===== src/rtl/ex_pkg.sv =====
// Shared definitions for the execute stage: opcode selector values, iterative-unit
// state encoding and branch/jump immediate extraction.
package ex_pkg;

    localparam int OP_NOP   = 0;
    localparam int OP_ADDI  = 1;
    localparam int OP_ADD   = 2;
    localparam int OP_SUB   = 3;
    localparam int OP_BNE   = 4;
    localparam int OP_BEQ   = 5;
    localparam int OP_LUI   = 6;
    localparam int OP_JAL   = 7;
    localparam int OP_MUL   = 8;
    localparam int OP_MULHU = 9;
    localparam int OP_DIVU  = 10;
    localparam int OP_REMU  = 11;

    typedef enum logic [1:0] {
        ST_IDLE = 2'd0,
        ST_BUSY = 2'd1,
        ST_DONE = 2'd2
    } ex_state_t;

    // Raw (unextended) B-type immediate, bit 0 always zero.
    function automatic logic [12:0] imm_b(input logic [31:0] ins);
        return {ins[31], ins[7], ins[30:25], ins[11:8], 1'b0};
    endfunction

    // Raw (unextended) J-type immediate, bit 0 always zero.
    function automatic logic [20:0] imm_j(input logic [31:0] ins);
        return {ins[31], ins[19:12], ins[20], ins[30:21], 1'b0};
    endfunction

endpackage


===== src/rtl/ex_iter_if.sv =====
// Link between the execute decode and the iterative multiply/divide unit.
// start is a one-cycle request honoured only while state is IDLE; done pulses for one cycle with lo/hi valid.
interface ex_iter_if #(parameter int XLEN = 32);
    logic             start;
    logic             is_div;
    logic [XLEN-1:0]  op_a;
    logic [XLEN-1:0]  op_b;
    ex_pkg::ex_state_t state;
    logic             busy;
    logic             done;
    logic [XLEN-1:0]  lo;
    logic [XLEN-1:0]  hi;

    modport master (output start, is_div, op_a, op_b, input state, busy, done, lo, hi);
    modport slave  (input start, is_div, op_a, op_b, output state, busy, done, lo, hi);
endinterface


===== src/rtl/ex_iter_unit.sv =====
// Iterative unsigned multiplier / restoring divider retiring BPC bits per cycle.
// Results: multiply lo/hi = product halves, divide lo = quotient, hi = remainder.
module ex_iter_unit import ex_pkg::*; #(
    parameter int XLEN = 32,
    parameter int BPC  = 1
) (
    input  logic clk,
    input  logic rst_n,
    ex_iter_if.slave bus
);

    localparam int N  = XLEN / BPC;
    localparam int CW = $clog2(N + 1);

    ex_state_t       state_q, state_d;
    logic [CW-1:0]   cnt_q;
    logic [XLEN-1:0] hi_q, lo_q, b_q;
    logic            div_q;
    logic            div_zero;

    logic [XLEN+BPC-1:0] mul_sum;
    logic [XLEN:0]       div_r;
    logic [XLEN-1:0]     div_q_bits;

    assign div_zero = bus.is_div && (bus.op_b == '0);

    always_ff @(posedge clk or negedge rst_n) begin
        if (!rst_n) state_q <= ST_IDLE;
        else        state_q <= state_d;
    end

    always_comb begin
        state_d = state_q;
        case (state_q)
            ST_IDLE: if (bus.start) state_d = div_zero ? ST_DONE : ST_BUSY;
            ST_BUSY: if (cnt_q == CW'(1)) state_d = ST_DONE;
            ST_DONE: state_d = ST_IDLE;
            default: state_d = ST_IDLE;
        endcase
    end

    // One radix-2^BPC step of both algorithms; only the one matching div_q is committed.
    always_comb begin
        mul_sum = {{BPC{1'b0}}, hi_q} + ({{BPC{1'b0}}, b_q} * {{XLEN{1'b0}}, lo_q[BPC-1:0]});
        div_r      = {1'b0, hi_q};
        div_q_bits = lo_q;
        for (int i = 0; i < BPC; i++) begin
            div_r      = {div_r[XLEN-1:0], div_q_bits[XLEN-1]};
            div_q_bits = {div_q_bits[XLEN-2:0], 1'b0};
            if (div_r >= {1'b0, b_q}) begin
                div_r         = div_r - {1'b0, b_q};
                div_q_bits[0] = 1'b1;
            end
        end
    end

    always_ff @(posedge clk or negedge rst_n) begin
        if (!rst_n) begin
            cnt_q <= '0;
            hi_q  <= '0;
            lo_q  <= '0;
            b_q   <= '0;
            div_q <= 1'b0;
        end else begin
            case (state_q)
                ST_IDLE: if (bus.start) begin
                    div_q <= bus.is_div;
                    b_q   <= bus.op_b;
                    cnt_q <= CW'(N);
                    if (div_zero) begin
                        lo_q <= '1;
                        hi_q <= bus.op_a;
                    end else begin
                        lo_q <= bus.op_a;
                        hi_q <= '0;
                    end
                end
                ST_BUSY: begin
                    cnt_q <= cnt_q - CW'(1);
                    if (div_q) begin
                        hi_q <= div_r[XLEN-1:0];
                        lo_q <= div_q_bits;
                    end else begin
                        hi_q <= mul_sum[XLEN+BPC-1:BPC];
                        lo_q <= {mul_sum[BPC-1:0], lo_q[XLEN-1:BPC]};
                    end
                end
                default: ;
            endcase
        end
    end

    assign bus.state = state_q;
    assign bus.busy  = (state_q == ST_BUSY);
    assign bus.done  = (state_q == ST_DONE);
    assign bus.lo    = lo_q;
    assign bus.hi    = hi_q;

endmodule


===== src/rtl/ex_mc.sv =====
// Execute stage: zero-latency ALU/branch/jump decode plus a stalling iterative
// multiply/divide path; all outputs are combinational from inputs and state.
module ex_mc import ex_pkg::*; #(
    parameter int XLEN = 32,
    parameter int OH_W = 5,
    parameter int BPC  = 1
) (
    input  logic            clk,
    input  logic            rst_n,
    input  logic [31:0]     ins,
    input  logic [XLEN-1:0] ins_addr2ex,
    input  logic [XLEN-1:0] op1,
    input  logic [XLEN-1:0] op2,
    input  logic [4:0]      rd_addr2ex,
    input  logic            rd_wen,
    input  logic [OH_W-1:0] oh,
    output logic [4:0]      rd_addr,
    output logic [XLEN-1:0] rd_data,
    output logic            rd_wen2reg,
    output logic [XLEN-1:0] jump_addr2ctrl,
    output logic            jump_en2ctrl,
    output logic            hold2ctrl
);

    ex_iter_if #(.XLEN(XLEN)) iter_bus ();

    ex_iter_unit #(.XLEN(XLEN), .BPC(BPC)) u_iter (
        .clk   (clk),
        .rst_n (rst_n),
        .bus   (iter_bus.slave)
    );

    int              op;
    logic            is_multi;
    logic [4:0]      rd_q;
    logic            sel_hi_q;
    logic [XLEN-1:0] b_target, j_target, pc_plus4;
    logic            unused_ins;

    assign op         = int'(oh);
    assign is_multi   = (op >= OP_MUL) && (op <= OP_REMU);
    assign unused_ins = ^ins[6:0];

    assign iter_bus.start  = rst_n && (iter_bus.state == ST_IDLE) && is_multi;
    assign iter_bus.is_div = (op == OP_DIVU) || (op == OP_REMU);
    assign iter_bus.op_a   = op1;
    assign iter_bus.op_b   = op2;

    assign pc_plus4 = ins_addr2ex + XLEN'(4);
    assign b_target = ins_addr2ex + XLEN'($signed(imm_b(ins)));
    assign j_target = ins_addr2ex + XLEN'($signed(imm_j(ins)));

    // Destination and result half are latched at launch since inputs are ignored while busy.
    always_ff @(posedge clk or negedge rst_n) begin
        if (!rst_n) begin
            rd_q     <= '0;
            sel_hi_q <= 1'b0;
        end else if (iter_bus.start) begin
            rd_q     <= rd_addr2ex;
            sel_hi_q <= (op == OP_MULHU) || (op == OP_REMU);
        end
    end

    always_comb begin
        rd_addr        = '0;
        rd_data        = '0;
        rd_wen2reg     = 1'b0;
        jump_addr2ctrl = '0;
        jump_en2ctrl   = 1'b0;
        hold2ctrl      = 1'b0;
        if (!rst_n) begin
            hold2ctrl = 1'b0;
        end else if (iter_bus.done) begin
            rd_wen2reg = 1'b1;
            rd_addr    = rd_q;
            rd_data    = sel_hi_q ? iter_bus.hi : iter_bus.lo;
        end else if (iter_bus.busy) begin
            hold2ctrl = 1'b1;
        end else begin
            case (op)
                OP_ADDI, OP_ADD: begin
                    rd_data    = op1 + op2;
                    rd_addr    = rd_addr2ex;
                    rd_wen2reg = rd_wen;
                end
                OP_SUB: begin
                    rd_data    = op1 - op2;
                    rd_addr    = rd_addr2ex;
                    rd_wen2reg = rd_wen;
                end
                OP_LUI: begin
                    rd_data    = XLEN'({ins[31:12], 12'b0});
                    rd_addr    = rd_addr2ex;
                    rd_wen2reg = rd_wen;
                end
                OP_JAL: begin
                    rd_data        = pc_plus4;
                    rd_addr        = rd_addr2ex;
                    rd_wen2reg     = rd_wen;
                    jump_addr2ctrl = j_target;
                    jump_en2ctrl   = 1'b1;
                end
                OP_BEQ: begin
                    jump_addr2ctrl = b_target;
                    jump_en2ctrl   = (op1 == op2);
                end
                OP_BNE: begin
                    jump_addr2ctrl = b_target;
                    jump_en2ctrl   = (op1 != op2);
                end
                OP_MUL, OP_MULHU, OP_DIVU, OP_REMU: hold2ctrl = 1'b1;
                default: ;
            endcase
        end
    end

endmodule

===== config.mk =====
export PLATFORM = sky130hd
export DESIGN_NAME = ex_mc
export DESIGN_NICKNAME = d
export VERILOG_FILES = /design/src/rtl/ex_pkg.sv /design/src/rtl/ex_iter_if.sv /design/src/rtl/ex_iter_unit.sv /design/src/rtl/ex_mc.sv
export SDC_FILE = /design/constraint.sdc
export NUM_CORES = 1
export LEC_CHECK = 0
export BUFFER_PORTS_ARGS = -buffer_cell sky130_fd_sc_hd__buf_4
export CAP_MARGIN = 40
export CELL_PAD_IN_SITES_DETAIL_PLACEMENT = 0
export CELL_PAD_IN_SITES_GLOBAL_PLACEMENT = 1
export CORE_MARGIN = 10
export CORE_UTILIZATION = 48
export DETAILED_ROUTE_END_ITERATION = 16
export PLACE_DENSITY_LB_ADDON = 0.1
export SKIP_LAST_GASP = 1
export SYNTH_ARGS = -nofsm -noshare
export SYNTH_HDL_FRONTEND = slang
export SYNTH_HIERARCHICAL = 1
export SYNTH_SLANG_ARGS = --single-unit

===== constraint.sdc =====
create_clock -name clk -period 8.75 [get_ports clk]
set_input_delay 1.3125 -clock clk [delete_from_list [all_inputs] [get_ports clk]]
set_output_delay 1.3125 -clock clk [all_outputs]
set_load 0.01 [all_outputs]

==> impl_metrics.ini, run 1 <==
[place]
port_buffers = 205
place.gp.congestion = 0.9900
dpl-instance-area_um2 = 18540
hpwl_um = 53030

[die]
io_pins = 213
die_width_um = 206.3
core-area_um2 = 34370
start_util_pct = 48.48
rows = 68
die-height_um = 206.3
die_area_um2 = 42570

[pwr]
power_density_nw_per_um2 = 265.3
p_sw_share_pct = 53.29
ir_drop_mv = 0.2334
power_frac_seq_pct = 20.2
clkPwrFrac_pct = 8.9
p_int_mw = 2.334
power_frac_comb_pct = 71.0
switchingPower_mw = 2.662
power_mw = 4.996
power_leakage_nw = 8.398

[clock_network]
cts-htree-levels = 3
clockBufferDepth = 2
clkLatencyLatePin_ns = 0.39
cts_tree = yes
postCtsResizedCells = 0
cts_sinks = 111
clk_pin_slew_ns = 0.08
post_cts_buffers = 0
numCtsBuffers = 9
root_buffer = clkbuf_16
cts_hold_buf = 0

[route]
wl_per_cell_um = 23.27
first_pass_iters = 5
top_layer = met4
drc = 0
met1Wirelength_um = 29560
routed-via-count = 18152
routed_wl_um = 66400
dr_wl_met3_um = 4828
viasPerCell = 6.362
met2WireLength_um = 29880
drtIter0Drc = 1785
drtAntennaViolNets = 0

[timing]
skew_ns = 0.02201
setup_violations = 0
period_minus_slack_ns = 6.697
fmax_mhz = 149.3
tightest_slew_ns = 0.8811
post-route-period-util_pct = 76.53
maxSlewViolCount = 0
finalHoldViolCount = 0
setup_tns_ns = 0
slew_headroom_pct = 41.06
rsz0062_at_grt = no

[yosys]
syn_inst = 2279
synthesis.nets = 2587
yosys_warnings = 6
synth-edff-count = 0
yosys.cell_types.count = 95
yosysSeqAreaShare_pct = 16.67
async_flop_share_pct = 100.0
synth_seq_cells = 111
syn_area_um2 = 16660
avgSynthCellArea_um2 = 7.312
ys_dominant_reg_cell = dfrtp_1

[global_route]
antenna_found_initial = 0
grt_pass1_vias = 17076
grt_max_degree = 81
track_usage_pct = 30.14
grt_pass1_wl_um = 100600
gr-total-overflow = 0

[final_layout]
num_antenna_cells = 0
stdcell_area_um2 = 18830
drive_above_1_share_pct = 12.84
fillers = 3454
area_growth_syn_to_layout_pct = 13.01
multi_input_area_um2 = 12940
seqCellArea_um2 = 2779
fin_util_pct = 54.78
final_nets = 2701

[min_path]
hold_class = flop to flop

[run_status]
status = completed

[setup_path]
worstPathArrival_ns = 5.38
required_ns = 7.44
cp_max_fo = 13
path_class = input pin to output pin
cp-start-kind = input pin
critPathCaptureType = output pin

[job]
max_cap_viol_count = 0
path summary, 6_finish.rpt:
kind	to	startpoint	depth (start not counted)	slack (ns)
min	u_iter/cnt_q[5]$_DFFE_PN0P_	u_iter/cnt_q[5]$_DFFE_PN0P_	1	0.48
min reg2reg	u_iter/cnt_q[5]$_DFFE_PN0P_	u_iter/cnt_q[5]$_DFFE_PN0P_	1	0.48
max	jump_addr2ctrl[29]	oh[3]	18	2.05
max reg2reg	u_iter/bus.hi[25]$_DFFE_PN0P_	u_iter/bus.lo[0]$_DFFE_PN0P_	12	4.79
min in group asynchronous	u_iter/b_q[3]$_DFFE_PN0P_	rst_n	1	0.94
max in group asynchronous	u_iter/div_q$_DFFE_PN0P_	rst_n	2	6.43
critical path: stages:
cell	delay, ns
buf_4	0.16
nor2_1	0.17
nand2_1	0.13
or2_2	0.42
nand2_1	0.11
nand2_1	0.12
ha_1	0.34
nor2b_1	0.15
o21a_1	0.18
o21ai_0	0.28
a21oi_1	0.14
o21ai_0	0.70
o31ai_1	0.18
a31oi_1	0.44
o31ai_1	0.17
xnor2_1	0.14
nor2_1	0.10
buf_4	0.13
registers in the layout (all words and copies together) (netlist names):
register / count
u_iter/b_q: 32
u_iter/bus.hi: 32
u_iter/bus.lo: 32
u_iter/cnt_q: 6
rd_q: 5
u_iter/bus.state: 2
sel_hi_q: 1
u_iter/div_q: 1
layout make-up:
cell class / instances / share of cell area (%)
well taps: 455 / 3.023
multi-input cells: 1918 / 68.70
clock buffers: 11 / 1.289
repair buffers: 232 / 9.561
flip-flops and latches: 111 / 14.76
inverters: 121 / 2.412
clock inverters: 5 / 0.2591
per-stage QoR:
| step | hold slack [ns] | setup slack, ns | cells |
|---|---|---|---|
| after floorplan | 0.4459 | 2.943 | 2279 |
| after global placement | 0.4584 | 2.189 | 2832 |
| after detailed placement | 0.4625 | 2.109 | 2837 |
| after CTS | 0.4828 | 2.102 | 2853 |
| after global routing | 0.5017 | 1.600 | 2853 |
| final | 0.4844 | 2.053 | 2853 |
logic make-up (layout without fill, tap and decap cells):
| logic type | Yosys count | after routing | share of synthesized area [%] |
|---|---|---|---|
| compound gates | 771 | 771 | 30.91 |
| mux | 75 | 75 | 4.603 |
| xor+xnor | 121 | 121 | 6.360 |
| flops | 111 | 111 | 16.67 |
| buf+inv | 250 | 369 | 5.939 |
| simple gates | 784 | 784 | 22.75 |
| fa+ha+maj | 167 | 167 | 12.76 |
layout by cell type (no fill, tap or decap), types with 31 or more instances in the layout:
master | Yosys | final
mux2i_1 | 62 | 62
nand3_1 | 53 | 53
o211ai_1 | 51 | 51
nand4_1 | 31 | 31
buf_4 | 0 | 226
or3_1 | 32 | 32
a21oi_1 | 200 | 200
dfrtp_1 | 111 | 110
and2_1 | 54 | 53
xnor2_1 | 71 | 71
inv_1 | 120 | 120
a21o_1 | 56 | 56
nor3_1 | 31 | 31
ha_1 | 162 | 162
nand2_1 | 265 | 265
xor2_1 | 50 | 50
o21ai_0 | 170 | 170
nor2_1 | 178 | 176
synth_stat cells, types with 10 or more instances:
master | n | area share (%)
nand4_1 | 31 | 1.2
o21a_1 | 17 | 0.77
buf_2 | 14 | 0.42
o21ai_0 | 170 | 5.1
a21oi_1 | 200 | 6.0
mux2_2 | 13 | 0.88
inv_1 | 120 | 2.7
nor2_1 | 178 | 4.0
or3_1 | 32 | 1.2
and3_1 | 24 | 0.90
a221oi_1 | 22 | 1.2
nor2b_1 | 31 | 1.2
o22ai_1 | 27 | 1.0
or4_1 | 10 | 0.45
and2_1 | 54 | 2.0
clkbuf_1 | 102 | 2.3
o221ai_1 | 18 | 0.95
a31oi_1 | 16 | 0.60
nand3_1 | 53 | 1.6
a21o_1 | 56 | 2.5
nor4_1 | 16 | 0.60
xnor2_1 | 71 | 3.7
a211oi_1 | 15 | 0.68
a22oi_1 | 21 | 0.95
ha_1 | 162 | 12
mux2i_1 | 62 | 3.7
o211ai_1 | 51 | 2.3
o31ai_1 | 21 | 0.95
nand2b_1 | 21 | 0.79
a222oi_1 | 13 | 0.78
dfrtp_1 | 111 | 17
xor2_1 | 50 | 2.6
nor3_1 | 31 | 0.93
nand2_1 | 265 | 6.0
o21bai_1 | 19 | 0.86
power by group through the flow:
stage	combinational, mW	sequential [mW]	clock (mW)
6_report	3.54	1.01	0.443
4_1_cts	3.48	0.998	0.443
5_1_grt	3.89	1.04	0.465
2_1_floorplan	2.60	0.896	0
3_3_place_gp	3.39	1.01	0
3_5_place_dp	3.46	1.01	0
routing by layer:
| layer | vias up | global-route usage [%] |
|---|---|---|
| met2 | 744 | 47.44 |
| met5 | - | 0 |
| met3 | 97 | 3.918 |
| met4 | 0 | 10.42 |
| li1 | 8612 | - |
| met1 | 8699 | 41.50 |
(Power assumes the default switching activity.)
==> inputs of run 2 (changes only) <==
Settings changed: CORE_UTILIZATION 48 to 40.
Clock period 8.75 ns to 5.5 ns, I/O delays scaled along.
==> run 2 against run 1 <==
Against the previous run: final cell count up 3.4%; clock skew down 0.010 ns; via count up 0.12%; register-to-register slack worse by 3.5 ns; non-clock buffer count up 20; global-route usage down 3.6 points; sequential power up 58%; power up 61%; largest power group unchanged; first-iteration DRC count up 3.9%; flip-flop and latch count unchanged; wire length up 5.7%.
==> impl_metrics.ini, run 2 (synthesis gave the netlist of run 1 again) <==
[pwr]
ir_drop_mv = 0.4610
clkPwrFrac_pct = 8.9
power_leakage_nw = 8.481
p_int_mw = 3.742
power_density_nw_per_um2 = 422.1
switchingPower_mw = 4.300
p_sw_share_pct = 53.47
power_frac_comb_pct = 71.2
power_mw = 8.042
power_frac_seq_pct = 19.9

[setup_path]
critPathCaptureType = output pin
cp_num_buf_inv = 4
cp-start-kind = input pin
cp_slowest_stage_delay_ns = 0.58
path_delay_family = compound AO/OA/AOI/OAI gates
worstPathArrival_ns = 4.44
required_ns = 4.68
worstPathCellList = buf_4 > inv_1 > ha_1 > inv_1 > fa_1 > a21o_1 > a21o_1 > a211oi_2 > o21bai_2 > a2111o_1 > a21oi_1 > o21ai_0 > a222oi_1 > o22ai_1 > buf_4
slowest_stage = a2111o_1
cp_max_fo = 5
path_class = input pin to output pin
cp.depth = 15
rr_worst_depth = 10

[min_path]
hold_class = input pin to async pin

[die]
die_area_um2 = 50220
io_pins = 213
rows = 74
die_width_um = 224.1
start_util_pct = 40.63
die-height_um = 224.1
core-area_um2 = 41020

[clock_network]
postCtsResizedCells = 0
numCtsBuffers = 9
clkLatencyLatePin_ns = 0.39
cts_tree = yes
cts_hold_buf = 0
cts-htree-levels = 3
clk_pin_slew_ns = 0.09
cts_sinks = 111
post_cts_buffers = 0
root_buffer = clkbuf_16
clockBufferDepth = 2

[timing]
post-route-period-util_pct = 95.74
tightest_slew_ns = 0.8923
finalHoldViolCount = 0
slew_headroom_pct = 40.37
setup_violations = 0
skew_ns = 0.01198
setup_ws_ns = 0.2345
period_minus_slack_ns = 5.266
fmax_mhz = 189.9
rsz0062_at_grt = yes
maxSlewViolCount = 0
setup_tns_ns = 0

[global_route]
use_met3_pct = 2.574
use_met2_pct = 42.34
track_usage_pct = 26.58
grt_max_degree = 69
antenna_found_initial = 0
gr-total-overflow = 0
grt_pass1_vias = 17385
grt-busiest-layer = met2
grt_pass1_wl_um = 104700
use_met1_pct = 36.15

[route]
viasPerCell = 6.160
routed-via-count = 18173
drtIter0Drc = 1855
first_pass_iters = 7
wl_per_cell_um = 23.80
drc = 0
routed_wl_um = 70200
drtAntennaViolNets = 0

[final_layout]
final_nets = 2721
seqCellArea_um2 = 2779
fillers = 4223
layout_common_cells = nand2_1 (265), buf_4 (248), a21oi_1 (199)
multi_input_area_um2 = 12950
area_growth_syn_to_layout_pct = 14.33
final_common_cell = nand2_1
num_antenna_cells = 0
stdcell_count = 2950
drive_above_1_share_pct = 13.77

[place]
place.gp.congestion = 0.9614
pre_cts_slack_ns = 0.02049
dp.cells = 2934
hpwl_um = 57020
port_buffers = 205

[run_status]
status = completed

[job]
max_cap_viol_count = 0
[run 2: changes by cell type in the layout (fill, tap and decap cells not counted), sizes merged]
cell / delta
inv: +3
buf: +21
clkinv: -2
clkdlybuf4s15: -1
clkbuf: -1
[run 2: worst reg2reg max path: stages, from the launching register on]
cell and delay (ns):
dfrtp_1 0.48, ha_1 0.56, nand4_1 0.19, nor4_2 0.50, nor3b_1 0.29, o311ai_1 0.28, a21oi_2 0.53, nor2_4 0.29
buf_4 0.29, o311ai_1 0.46, and3_1 0.22
[run 2: path summary, 6_finish.rpt]
| check | from | end | slack [ns] |
|---|---|---|---|
| min | rst_n | sel_hi_q$_DFFE_PN0P_ | 0.26 |
| min in group clk | rd_q[0]$_DFFE_PN0P_ | rd_q[0]$_DFFE_PN0P_ | 0.48 |
| min reg2reg | rd_q[0]$_DFFE_PN0P_ | rd_q[0]$_DFFE_PN0P_ | 0.48 |
| max | op1[0] | rd_data[22] | 0.23 |
| max reg2reg | u_iter/bus.hi[23]$_DFFE_PN0P_ | u_iter/bus.hi[24]$_DFFE_PN0P_ | 1.33 |
| max in group asynchronous | rst_n | u_iter/div_q$_DFFE_PN0P_ | 3.23 |
[run 2: power groups by stage]
stage	registers (mW)	logic (mW)	clock network, mW
global placement	1.60	5.56	0
CTS	1.59	5.64	0.727
global route	1.65	6.26	0.750
detailed placement	1.60	5.61	0
finish	1.60	5.73	0.713
floorplan	1.43	4.14	0
[run 2: layer usage]
layer | wire length [um] | vias to the layer above
li1 | - | 8637
met1 | 32060 | 8780
met2 | 31360 | 658
met3 | 4078 | 98
met4 | 2704 | 0
met5 | 0 | -
[run 2: cell type report]
cell class,instances,area share (%)
Timing Repair Buffer,252,9.996
Clock inverter,6,0.3021
Clock buffer,10,1.254
Tap cell,532,3.494
Inverter,121,2.384
Sequential cell,111,14.59
Multi-Input combinational cell,1918,67.98
[run 2: per-stage QoR]
step           instance area, um^2  hold WS, ns  utilization, %
2_1_floorplan                16660       0.4459               -
3_3_place_gp                 18710       0.4582           45.61
3_5_place_dp                 18740       0.4643           45.69
4_1_cts                      19040       0.2414           46.41
5_1_grt                      19050       0.2541           46.45
6_report                     19050       0.2608           46.45
==> inputs of run 3 (changes only) <==
--- a/config.mk
+++ b/config.mk
@@ -11,2 +11,3 @@
 export CELL_PAD_IN_SITES_GLOBAL_PLACEMENT = 1
+export CORE_ASPECT_RATIO = 2
 export CORE_MARGIN = 10
--- a/constraint.sdc
+++ b/constraint.sdc
@@ -3,2 +3,2 @@
 set_output_delay 0.825 -clock clk [all_outputs]
-set_load 0.01 [all_outputs]
+set_load 0.02 [all_outputs]
==> run 3 against run 2 <==
Against the previous run: sequential share of layout area decreased by 0.15 points; utilization increased by 0.37 points; non-clock buffer count increased by 23; maximum frequency decreased by 1.3%; critical endpoint is now rd_data[25].
==> impl_metrics.ini, run 3 (synthesis gave the netlist of run 1 again) <==
[place]
hpwl_um = 61900
place.gp.congestion = 0.9541
dpl-instance-area_um2 = 18920
pre_cts_slack_ns = 0.07553
port_buffers = 205

[final_layout]
layout_common_cells = buf_4 (269), nand2_1 (264), a21oi_1 (199)
stdcell_area_um2 = 19250
area_growth_syn_to_layout_pct = 15.52
final_common_cell = buf_4
fillers = 4258
fin_util_pct = 46.81
final_nets = 2744
drive_above_1_share_pct = 14.50

[setup_path]
cp-start-kind = input pin
critPathCaptureType = output pin
path_class = input pin to output pin
regToRegSetupSlack_ns = 1.29
required_ns = 4.68
worstPathArrival_ns = 4.51
cp_max_fo = 5

[timing]
setup_violations = 0
rsz0062_at_grt = yes
setup_tns_ns = 0
slew_headroom_pct = 41.46
setup_ws_ns = 0.1633
fmax_mhz = 187.4
tightest_slew_ns = 0.8782
maxSlewViolCount = 0
post-route-period-util_pct = 97.03
finalHoldViolCount = 0
skew_ns = 0.02386
period_minus_slack_ns = 5.337

[die]
die_width_um = 164.3
start_util_pct = 40.52
die_area_um2 = 50720
die-height_um = 308.6
io_pins = 213
rows = 105
core-area_um2 = 41120

[clock_network]
clk_pin_slew_ns = 0.10
numCtsBuffers = 9
cts_tree = yes
cts_sinks = 111
clkLatencyLatePin_ns = 0.40
clockBufferDepth = 2
root_buffer = clkbuf_16
cts_hold_buf = 0
cts-htree-levels = 3

[pwr]
p_int_mw = 3.761
power_frac_comb_pct = 71.4
switchingPower_mw = 4.361
ir_drop_mv = 0.3325
power_frac_seq_pct = 19.7
power_density_nw_per_um2 = 421.9
power_leakage_nw = 8.600
p_sw_share_pct = 53.69
power_mw = 8.122
clkPwrFrac_pct = 8.8

[route]
drtAntennaViolNets = 0
routed-via-count = 18313
viasPerCell = 6.145
drtIter0Drc = 1164
first_pass_iters = 6
routed_wl_um = 74530
drc = 0
wl_per_cell_um = 25.01

[global_route]
use_met2_pct = 51.99
gr-total-overflow = 0
grt_max_degree = 81
grt-busiest-layer = met2
use_met1_pct = 30.35
grt_pass1_vias = 18482
grt_pass1_wl_um = 110700
antenna_found_initial = 3
track_usage_pct = 28.28
use_met3_pct = 2.395

[run_status]
status = completed

[job]
max_cap_viol_count = 0

[min_path]
hold_class = flop to flop
[run 3: cell types whose count changed in the layout (fill, tap and decap cells not counted), moves of 2 or more]
| cell | delta |
|---|---|
| nor2_1 | +2 |
| clkinv_8 | +3 |
| buf_4 | +21 |
| nor2_2 | -2 |
| diode_2 | +4 |
| buf_2 | +2 |
[run 3: layer usage]
| metal | wire length (um) | share of wire [%] | vias up |
|---|---|---|---|
| met5 | 0 | 0 | - |
| met4 | 4789 | 6.4 | 0 |
| met3 | 3473 | 4.7 | 149 |
| met2 | 38540 | 52 | 681 |
| met1 | 27720 | 37 | 8805 |
| li1 | - | - | 8678 |
[run 3: cell type report]
class,count,area [um^2],share of cell area [%]
Inverter,121,454.2,2.359
Multi-Input combinational cell,1918,12940,67.25
Clock inverter,7,86.33,0.4485
Sequential cell,111,2779,14.44
Clock buffer,9,225.2,1.170
Antenna cell,4,10.01,0.05200
Tap cell,535,669.4,3.477
Timing Repair Buffer,275,2081,10.81
[run 3: path summary, 6_finish.rpt]
| path | startpoint | endpoint | cells after the start |
|---|---|---|---|
| setup / recovery | op2[1] | rd_data[25] | 14 |
| hold / removal | rd_q[1]$_DFFE_PN0P_ | rd_q[1]$_DFFE_PN0P_ | 2 |
| setup reg to reg | u_iter/bus.hi[23]$_DFFE_PN0P_ | u_iter/bus.hi[3]$_DFFE_PN0P_ | 12 |
| hold reg to reg | rd_q[1]$_DFFE_PN0P_ | rd_q[1]$_DFFE_PN0P_ | 2 |
| max in group asynchronous | rst_n | u_iter/bus.hi[27]$_DFFE_PN0P_ | 3 |
| min in group asynchronous | rst_n | rd_q[0]$_DFFE_PN0P_ | 2 |
[run 3: power by group through the flow]
stage	clock [mW]	sequential [mW]	combinational [mW]
finish	0.718	1.60	5.80
global route	0.756	1.65	6.35
CTS	0.727	1.60	5.73
detailed placement	0	1.61	5.71
global placement	0	1.61	5.64
floorplan	0	1.43	4.15
[run 3: per-stage QoR]
step / instances / hold WS (ns)
floorplan: 2279 / 0.4459
global placement: 2955 / 0.4612
detailed placement: 2960 / 0.4668
CTS: 2976 / 0.4917
global route: 2979 / 0.5285
finish: 2980 / 0.4866
[run 3: critical path: stages]
cell and delay (ns):
buf_4 0.12, inv_1 0.07, ha_1 0.31, nor2b_1 0.15, o2111ai_1 0.34, a21oi_1 0.15, a211oi_2 0.43, a21oi_1 0.28
o21ai_1 0.42, nand2_1 0.22, a221o_1 0.38, a222oi_1 0.43, o22ai_1 0.19, buf_4 0.19
[run 3: what timing repair did]
action	4_1_cts	5_1_grt
setup endpoints to repair	0	4
gates resized for setup	0	3
buffers inserted	0	0
